[src/rtl/cpu_control_unit.sv]
// cpu_control_unit: multi-cycle fetch/decode/execute sequencer for the
// 8-bit simple CPU. Owns PC, IR, immediate register, a 4x8 register file
// and the latched C/Z flags, and drives an external combinational ALU.
// The ALU link has no handshake: operands and select are presented for
// the whole EXECUTE cycle and DataOut/CF/ZF are consumed on the edge that
// leaves EXECUTE.
// Optional feature macro: RETIRE_COUNT_EN adds a 16-bit RetireCount
// output counting retired instructions (HLT included).
// o_dbg_state exposes the FSM state (FETCH encodes as 0).
module cpu_control_unit #(
    parameter int WIDTH_DATA_LENGTH   = 8,
    parameter int WIDTH_ALUSEL_LENGTH = 4,
    parameter int WIDTH_ADDR_LENGTH   = 8
) (
    input  logic                           clk,
    input  logic                           rst,
    output logic [WIDTH_ADDR_LENGTH-1:0]   IAddr,
    input  logic [WIDTH_DATA_LENGTH-1:0]   IData,
    output logic [WIDTH_DATA_LENGTH-1:0]   DataA,
    output logic [WIDTH_DATA_LENGTH-1:0]   DataB,
    output logic [WIDTH_ALUSEL_LENGTH-1:0] ALUSel,
    output logic                           WriteCZ,
    input  logic [WIDTH_DATA_LENGTH-1:0]   DataOut,
    input  logic                           CF,
    input  logic                           ZF,
    output logic                           Halted,
`ifdef RETIRE_COUNT_EN
    output logic [15:0]                    RetireCount,
`endif
    output logic [2:0]                     o_dbg_state
);

    typedef enum logic [2:0] {
        S_FETCH   = 3'd0,
        S_DECODE  = 3'd1,
        S_FETCH2  = 3'd2,
        S_EXECUTE = 3'd3,
        S_HALT    = 3'd4
    } state_t;

    localparam logic [WIDTH_ADDR_LENGTH-1:0] PC_ONE = 1;

    state_t                           r_state;
    state_t                           w_state_nxt;
    logic [WIDTH_ADDR_LENGTH-1:0]     r_pc;
    logic [WIDTH_DATA_LENGTH-1:0]     r_ir;
    logic [WIDTH_DATA_LENGTH-1:0]     r_imm;
    logic [WIDTH_DATA_LENGTH-1:0]     r_regs [4];
    logic                             r_flag_c;
    logic                             r_flag_z;
    logic [WIDTH_ALUSEL_LENGTH-1:0]   r_alusel;
    logic                             r_writecz;

    logic [3:0] w_opcode;
    logic [1:0] w_rd;
    logic [1:0] w_rs;
    logic       w_is_alu_op;
    logic       w_take_branch;
    logic       w_ir_load;
    logic       w_imm_load;
    logic       w_pc_inc;
    logic       w_exec;
    logic       w_alu_issue;
    logic       w_halt_enter;

    assign w_opcode    = r_ir[7:4];
    assign w_rd        = r_ir[3:2];
    assign w_rs        = r_ir[1:0];
    assign w_is_alu_op = (w_opcode <= 4'd9);

    // Branch condition evaluated against flags latched by earlier ALU ops.
    assign w_take_branch = (w_opcode == 4'hB) ||
                           ((w_opcode == 4'hC) && r_flag_z) ||
                           ((w_opcode == 4'hD) && r_flag_c);

    assign IAddr       = r_pc;
    assign DataA       = r_regs[w_rd];
    assign DataB       = r_regs[w_rs];
    assign ALUSel      = r_alusel;
    assign WriteCZ     = r_writecz;
    assign Halted      = (r_state == S_HALT);
    assign o_dbg_state = r_state;

    // FSM state register.
    always_ff @(posedge clk or posedge rst) begin
        if (rst) r_state <= S_FETCH;
        else     r_state <= w_state_nxt;
    end

    // Next-state decode and per-state datapath strobes.
    always_comb begin
        w_state_nxt  = r_state;
        w_ir_load    = 1'b0;
        w_imm_load   = 1'b0;
        w_pc_inc     = 1'b0;
        w_exec       = 1'b0;
        w_alu_issue  = 1'b0;
        w_halt_enter = 1'b0;
        case (r_state)
            S_FETCH: begin
                w_ir_load   = 1'b1;
                w_pc_inc    = 1'b1;
                w_state_nxt = S_DECODE;
            end
            S_DECODE: begin
                if ((w_opcode >= 4'hA) && (w_opcode <= 4'hD)) begin
                    w_state_nxt = S_FETCH2;
                end else if (w_opcode == 4'hF) begin
                    w_state_nxt  = S_HALT;
                    w_halt_enter = 1'b1;
                end else begin
                    w_state_nxt = S_EXECUTE;
                    w_alu_issue = w_is_alu_op;
                end
            end
            S_FETCH2: begin
                w_imm_load  = 1'b1;
                w_pc_inc    = 1'b1;
                w_state_nxt = S_EXECUTE;
            end
            S_EXECUTE: begin
                w_exec      = 1'b1;
                w_state_nxt = S_FETCH;
            end
            S_HALT: begin
                w_state_nxt = S_HALT;
            end
            default: begin
                w_state_nxt = S_FETCH;
            end
        endcase
    end

    // Program counter: sequential increment, or branch target at end of EXECUTE.
    always_ff @(posedge clk or posedge rst) begin
        if (rst) begin
            r_pc <= '0;
        end else if (w_exec && w_take_branch) begin
            r_pc <= r_imm[WIDTH_ADDR_LENGTH-1:0];
        end else if (w_pc_inc) begin
            r_pc <= r_pc + PC_ONE;
        end
    end

    // Instruction and immediate capture from the ROM.
    always_ff @(posedge clk or posedge rst) begin
        if (rst) begin
            r_ir  <= '0;
            r_imm <= '0;
        end else begin
            if (w_ir_load)  r_ir  <= IData;
            if (w_imm_load) r_imm <= IData;
        end
    end

    // Register file writeback on the edge leaving EXECUTE.
    always_ff @(posedge clk or posedge rst) begin
        if (rst) begin
            for (int i = 0; i < 4; i++) r_regs[i] <= '0;
        end else if (w_exec) begin
            if (w_is_alu_op)            r_regs[w_rd] <= DataOut;
            else if (w_opcode == 4'hA)  r_regs[w_rd] <= r_imm;
        end
    end

    // Flags follow the ALU only when the flag-update enable was issued.
    always_ff @(posedge clk or posedge rst) begin
        if (rst) begin
            r_flag_c <= 1'b0;
            r_flag_z <= 1'b0;
        end else if (w_exec && r_writecz) begin
            r_flag_c <= CF;
            r_flag_z <= ZF;
        end
    end

    // ALU select/enable: loaded on entry to EXECUTE for ALU ops; select
    // otherwise holds, enable drops.
    always_ff @(posedge clk or posedge rst) begin
        if (rst) begin
            r_alusel  <= '0;
            r_writecz <= 1'b0;
        end else begin
            r_writecz <= w_alu_issue;
            if (w_alu_issue) r_alusel <= w_opcode;
        end
    end

`ifdef RETIRE_COUNT_EN
    logic [15:0] r_retire;

    // Retired-instruction counter, wraps naturally at 16 bits.
    always_ff @(posedge clk or posedge rst) begin
        if (rst)                        r_retire <= 16'd0;
        else if (w_exec || w_halt_enter) r_retire <= r_retire + 16'd1;
    end

    assign RetireCount = r_retire;
`endif

endmodule

[config.mk]
export PLATFORM = sky130hd
export DESIGN_NAME = cpu_control_unit
export DESIGN_NICKNAME = d
export VERILOG_FILES = /design/src/rtl/cpu_control_unit.sv
export SDC_FILE = /design/constraint.sdc
export NUM_CORES = 1
export LEC_CHECK = 0
export BUFFER_PORTS_ARGS = -buffer_cell sky130_fd_sc_hd__buf_2
export CAP_MARGIN = 25
export CORE_MARGIN = 2
export CORE_UTILIZATION = 50
export CTS_CLUSTER_SIZE = 14
export DETAILED_ROUTE_END_ITERATION = 8
export PLACE_DENSITY = 0.82
export SYNTH_ARGS = -nofsm -noshare
export SYNTH_HDL_FRONTEND = slang
export SYNTH_SLANG_ARGS = --single-unit
[constraint.sdc]
create_clock -name clk -period 3.3 [get_ports clk]
set_input_delay 0.33 -clock clk [delete_from_list [all_inputs] [get_ports clk]]
set_output_delay 0.33 -clock clk [all_outputs]
set_load 0.05 [all_outputs]
==> Word-level counts from Yosys, hierarchy flattened <==
Cells that the tools add are included.
{ "word_totals": {"wordCells": 67, "in_bits": 20, "reg_bits": 66, "output_inout_bits": 33} }
{ "classes": {"reduce_logical": 13, "n_eq_ne": 9, "mux": 24, "n_addsub": 1, "n_bitwise": 2, "order_cmp": 6} }
{ "ops": {"columns": ["cell", "count"], "rows": [
  ["$bwmux W32", 2],
  ["$mux W32", 2],
  ["$mux W8", 7],
  ["$bmux W8 S2", 2],
  ["$eq A4 B4 Y1 const B", 5],
  ["$demux W8 S2", 1],
  ["$pmux W3 S4", 1],
  ["$add A8 B1 Y8 const B", 1],
  ["$le A4 B4 Y1 const B", 2],
  ["$mux W1", 7],
  ["$eq A3 B2 Y1 const B", 2],
  ["$ge A3 B3 Y1 const B", 2],
  ["$logic_and A1 B1 Y1", 6],
  ["$mux W3", 2],
  ["$not A2 Y3", 2],
  ["$ge A4 B4 Y1 const B", 1],
  ["$reduce_bool A2 Y1", 2],
  ["$eq A3 B1 Y1 const B", 1],
  ["$eq A3 B3 Y1 const B", 1],
  ["$logic_not A3 Y1", 1],
  ["$lt A3 B1 Y1 const B", 1],
  ["$logic_or A1 B1 Y1", 2],
  ["$reduce_and A2 Y1", 1],
  ["$reduce_or A2 Y1", 1]
]} }

==> Logic depth before layout (Yosys ltp) <==
{ "logic_depth": {"word_depth": 8, "ltp_mapped": 6, "depth_no_buf": 5} }

==> Worst setup path after synthesis <==
Ideal clock, no wire load.
{ "synth_path": {"path_type": "flip-flop to output port", "from": "register r_state[1] (netlist: o_dbg_state[1])", "to": "output port Halted", "setup_slack_ns": 0.880, "t_required_ns": 2.970, "stages_incl_launch_ff": 3, "arrival_time_ns": 2.090, "n_path_buf": 1, "cell_sequence": "dfrtp_1 buf_1 nor3b_1"} }
{ "synth_between": {"elab_chain_len": 1} }
{ "synth_rtl": {"columns": ["element", "line_no", "source"], "rows": [
  ["start: declaration", "43", "state_t r_state;"],
  ["start signal: assignment", "87", "else r_state <= w_state_nxt;"],
  ["$eq A3 B3 Y1", "81", "assign Halted = (r_state == S_HALT);"],
  ["end: declaration", "26", "output logic Halted,"]
]} }
No other way between the ends.

==> Worst setup path in the final report <==
{ "layout_path": {"from": "register r_ir[2]", "to": "register r_regs[21] (netlist bit)"} }
{ "layout_between": {"elab_chain_len": 8, "word_cells_on_any_way": 10, "classes_between": "order compare (2); mux (6); bitwise (1); reduce/logical (1)"} }
{ "layout_rtl": {"columns": ["element", "line_no", "source"], "rows": [
  ["start: declaration", "46", "logic [WIDTH_DATA_LENGTH-1:0] r_ir;"],
  ["start signal: assignment", "151", "if (w_ir_load) r_ir <= IData;"],
  ["$not A2 Y3 (implied by the code) (*)", "161, 162", null],
  ["$ge A3 B3 Y1 (implied by the code) or $lt A3 B1 Y1 (tied branches)", "161, 162", null],
  ["$logic_and A1 B1 Y1 (implied by the code)", "161, 162", null],
  ["$mux W8 (implied by the code)", "161, 162", null],
  ["$demux W8 S2 (*)", "161, 162", null],
  ["$bwmux W32", "162", "else if (w_opcode == 4'hA) r_regs[w_rd] <= r_imm;"],
  ["$mux W32", "162", null],
  ["$mux W32 (*)", "161", "if (w_is_alu_op) r_regs[w_rd] <= DataOut;"],
  ["end signal: indexed assignment", "161", null],
  ["end signal: indexed assignment", "162", null],
  ["end: declaration", "48", "logic [WIDTH_DATA_LENGTH-1:0] r_regs [4];"]
]} }
Every way passes the cells marked *; elsewhere a longest branch is shown, timed or not. The select of a mux whose other input is x is not followed.
A chain may end at the register's enable or synchronous reset.

==> metrics.csv <==
metric;value;unit
Syn. warnings;0;
I/O pin count;53;
shortest period the worst path allows;2300;ps
Hold Slack;100.3;ps
CTS sink count;66;
cts hold-fix bufs;0;
largest fanout on the critical path;16;
first-pass GRT wire length;12140;um
crit path launch type;flip-flop;
Root Buffer;clkbuf_8;
Netlist cell types;46;
WL/cell;18.10;um
die area;7239;sq um
cell at the slowest stage of the critical path;a2111oi_4;
M1 WL;2997;um
syn_nets;291;
skew final;10.53;ps
status;complete, no violations;
Critical Path Max Stage Delay;860;ps
share of cells above drive strength 1;0.3560;
antenna violations before repair;0;
Max Root-Sink Buffers;2;
Slew HR;0.3752;
total wire length;7238;um
fillers;473;
CP arrival;2550;ps
critical path type;flip-flop to flip-flop;
max_cap viols;0;
worst slew pin tran;937.1;ps
CP Depth;4;
H-tree levels;3;
port bufs;52;
fin crit share;0.6970;
gr usage total;0.2167;
CTS-repair resized insts;0;
hold crit path type;input pin to async pin;
Mapped Cells;270;
hpwl dp;5135;um
area growth from synthesis to layout;13.70;%
met2 wire length;3653;um
Synth async-reset ratio;1.000;
DRC viols;0;
Critical Path End;r_regs[21];
Starting Density;0.5176;
Mapped Area;3287;sq um
worst-skew pair later-pin latency;350;ps
vias;2371;
final hold vios;0;
Max Used Layer;met4;
ANT nets after route;0;
max-slew violations;0;
postcts setup bufs;0;
nets;339;
Primary FF master, synth;dfrtp_1;
final setup vio count;0;
Post-Syn Area per Cell;12.17;sq um
Worst setup EP type;flip-flop;
Clock transition at path regs;80;ps
r2r setup slk;1000;ps
Critical Path RT;3540;ps
Vias/cell;5.928;
Iter 0 DRT Violations;222;
unrepaired setup endpoints after global routing;no;
met3 routed WL;368;um
Worst setup startpoint;r_ir[2];
GRT Residual Overflow;0;
TritonCTS clock tree;built;
#FFs+latches synth;66;
largest net degree at the start of global routing;36;
router iterations before antenna repair;4;
terminus of the critical flop-to-flop path;r_regs[21];
number of buffers created by CTS;9;
Buf/Inv on CP;1;
most common cell after layout, fill and taps aside;dfrtp_1;
vias in the first global route;2436;
reg2reg start;r_ir[2];
cell chain of the critical path;inv_1, a2111oi_4, nor2_1, a21oi_1;
Core ar.;6350;sq um
Sum Neg Setup Slack;0;ps
# rows;29;
commonest non-fill, non-tap cells in the layout;dfrtp_1 (66), buf_2 (52), nor2_1 (30), a21oi_1 (29), nand2_1 (21);
Die W;85.08;um
CP delay by family, top;compound AO/OA/AOI/OAI gates;
DIE HEIGHT;85.08;um
path depth of the worst reg2reg path;4;
GP Congestion;0.8085;
Post-synth EDFFs;0;
diode count;0;
Seq/Total Area, Yosys;0.5025;
Max Clock Freq;434.7;MHz
[synthesized netlist by cell type, types with 2 or more instances]
master | instances | area share
mux2i_1 | 8 | 0.024
nand4b_1 | 3 | 0.0080
dfrtp_1 | 66 | 0.50
nor3_1 | 2 | 0.0030
nand4_1 | 3 | 0.0057
a21oi_1 | 29 | 0.044
a31oi_1 | 2 | 0.0038
nand3b_1 | 2 | 0.0046
mux2_2 | 20 | 0.069
buf_1 | 2 | 0.0023
buf_6 | 5 | 0.017
mux4_2 | 16 | 0.11
nor2_1 | 30 | 0.034
o21ai_1 | 8 | 0.012
xnor2_1 | 2 | 0.0053
inv_1 | 5 | 0.0057
a2111oi_4 | 3 | 0.025
o21ai_0 | 11 | 0.017
buf_2 | 6 | 0.0091
nand2_1 | 21 | 0.024
[state kept, by name, summed over array words and instances (netlist names)]
signal,cells
ALUSel,4
IAddr,8
WriteCZ,1
o_dbg_state,3
r_flag_c,1
r_flag_z,1
r_imm,8
r_ir,8
r_regs,32
[routing by layer]
metal  global-route usage  vias to the layer above
li1                     -                     1080
met1               0.2866                     1183
met2               0.3345                       89
met3              0.04572                       19
met4               0.1227                        0
met5                    0                        -
[worst reg2reg max path, stage by stage (launching register included)]
cell       delay (ps)
dfrtp_1           770
inv_1             270
a2111oi_4         860
nor2_1             90
a21oi_1           210
[logic make-up (layout without fill, tap and decap cells)]
| logic type | count (synthesis) | in the layout | share of synthesized area |
|---|---|---|---|
| AOI/OAI and AO/OA | 61 | 61 | 0.1256 |
| xor gates and xnor gates | 3 | 3 | 0.007995 |
| adders and majority gates | 1 | 1 | 0.003806 |
| buffers and inverters | 23 | 76 | 0.04796 |
| DFF | 66 | 66 | 0.5025 |
| muxes | 44 | 44 | 0.2025 |
| and+or+nand+nor | 72 | 72 | 0.1096 |
[how the worst min path moves through the flow]
stage | start | endpoint | slack (ps) | depth (start not counted)
final | rst | r_regs[28] | 100 | 2
after floorplan | IData[2] | r_ir[2] | 450 | 2
after global placement | r_regs[31] | r_regs[31] | 480 | 2
after detailed placement | rst | r_regs[31] | 490 | 2
after global routing | rst | r_regs[28] | 180 | 2
after CTS | rst | ALUSel[3] | 130 | 2
[through the flow]
| stage | area, sq um | cells | util | setup WS (ps) |
|---|---|---|---|---|
| finish | 3737 | 400 | 0.5886 | 999.7 |
| global route | 3737 | 400 | 0.5886 | 767.1 |
| CTS | 3730 | 399 | 0.5874 | 948.7 |
| detailed placement | 3520 | 383 | 0.5543 | 945.4 |
| global placement | 3520 | 383 | 0.5543 | 1074 |
| floorplan | 3287 | 270 | - | 880.4 |
[cell type report]
class	count	area [sq um]	share of cell area
Clock buffer	11	131.4	0.03515
Clock inverter	5	78.83	0.02109
Inverter	5	18.77	0.005022
Multi-Input combinational cell	181	1478	0.3954
Sequential cell	66	1652	0.4419
Tap cell	77	96.34	0.02578
Timing Repair Buffer	55	282.8	0.07566
Power is not shown: default switching activity piles up to over one toggle a cycle in this logic, so the estimate is an artifact.
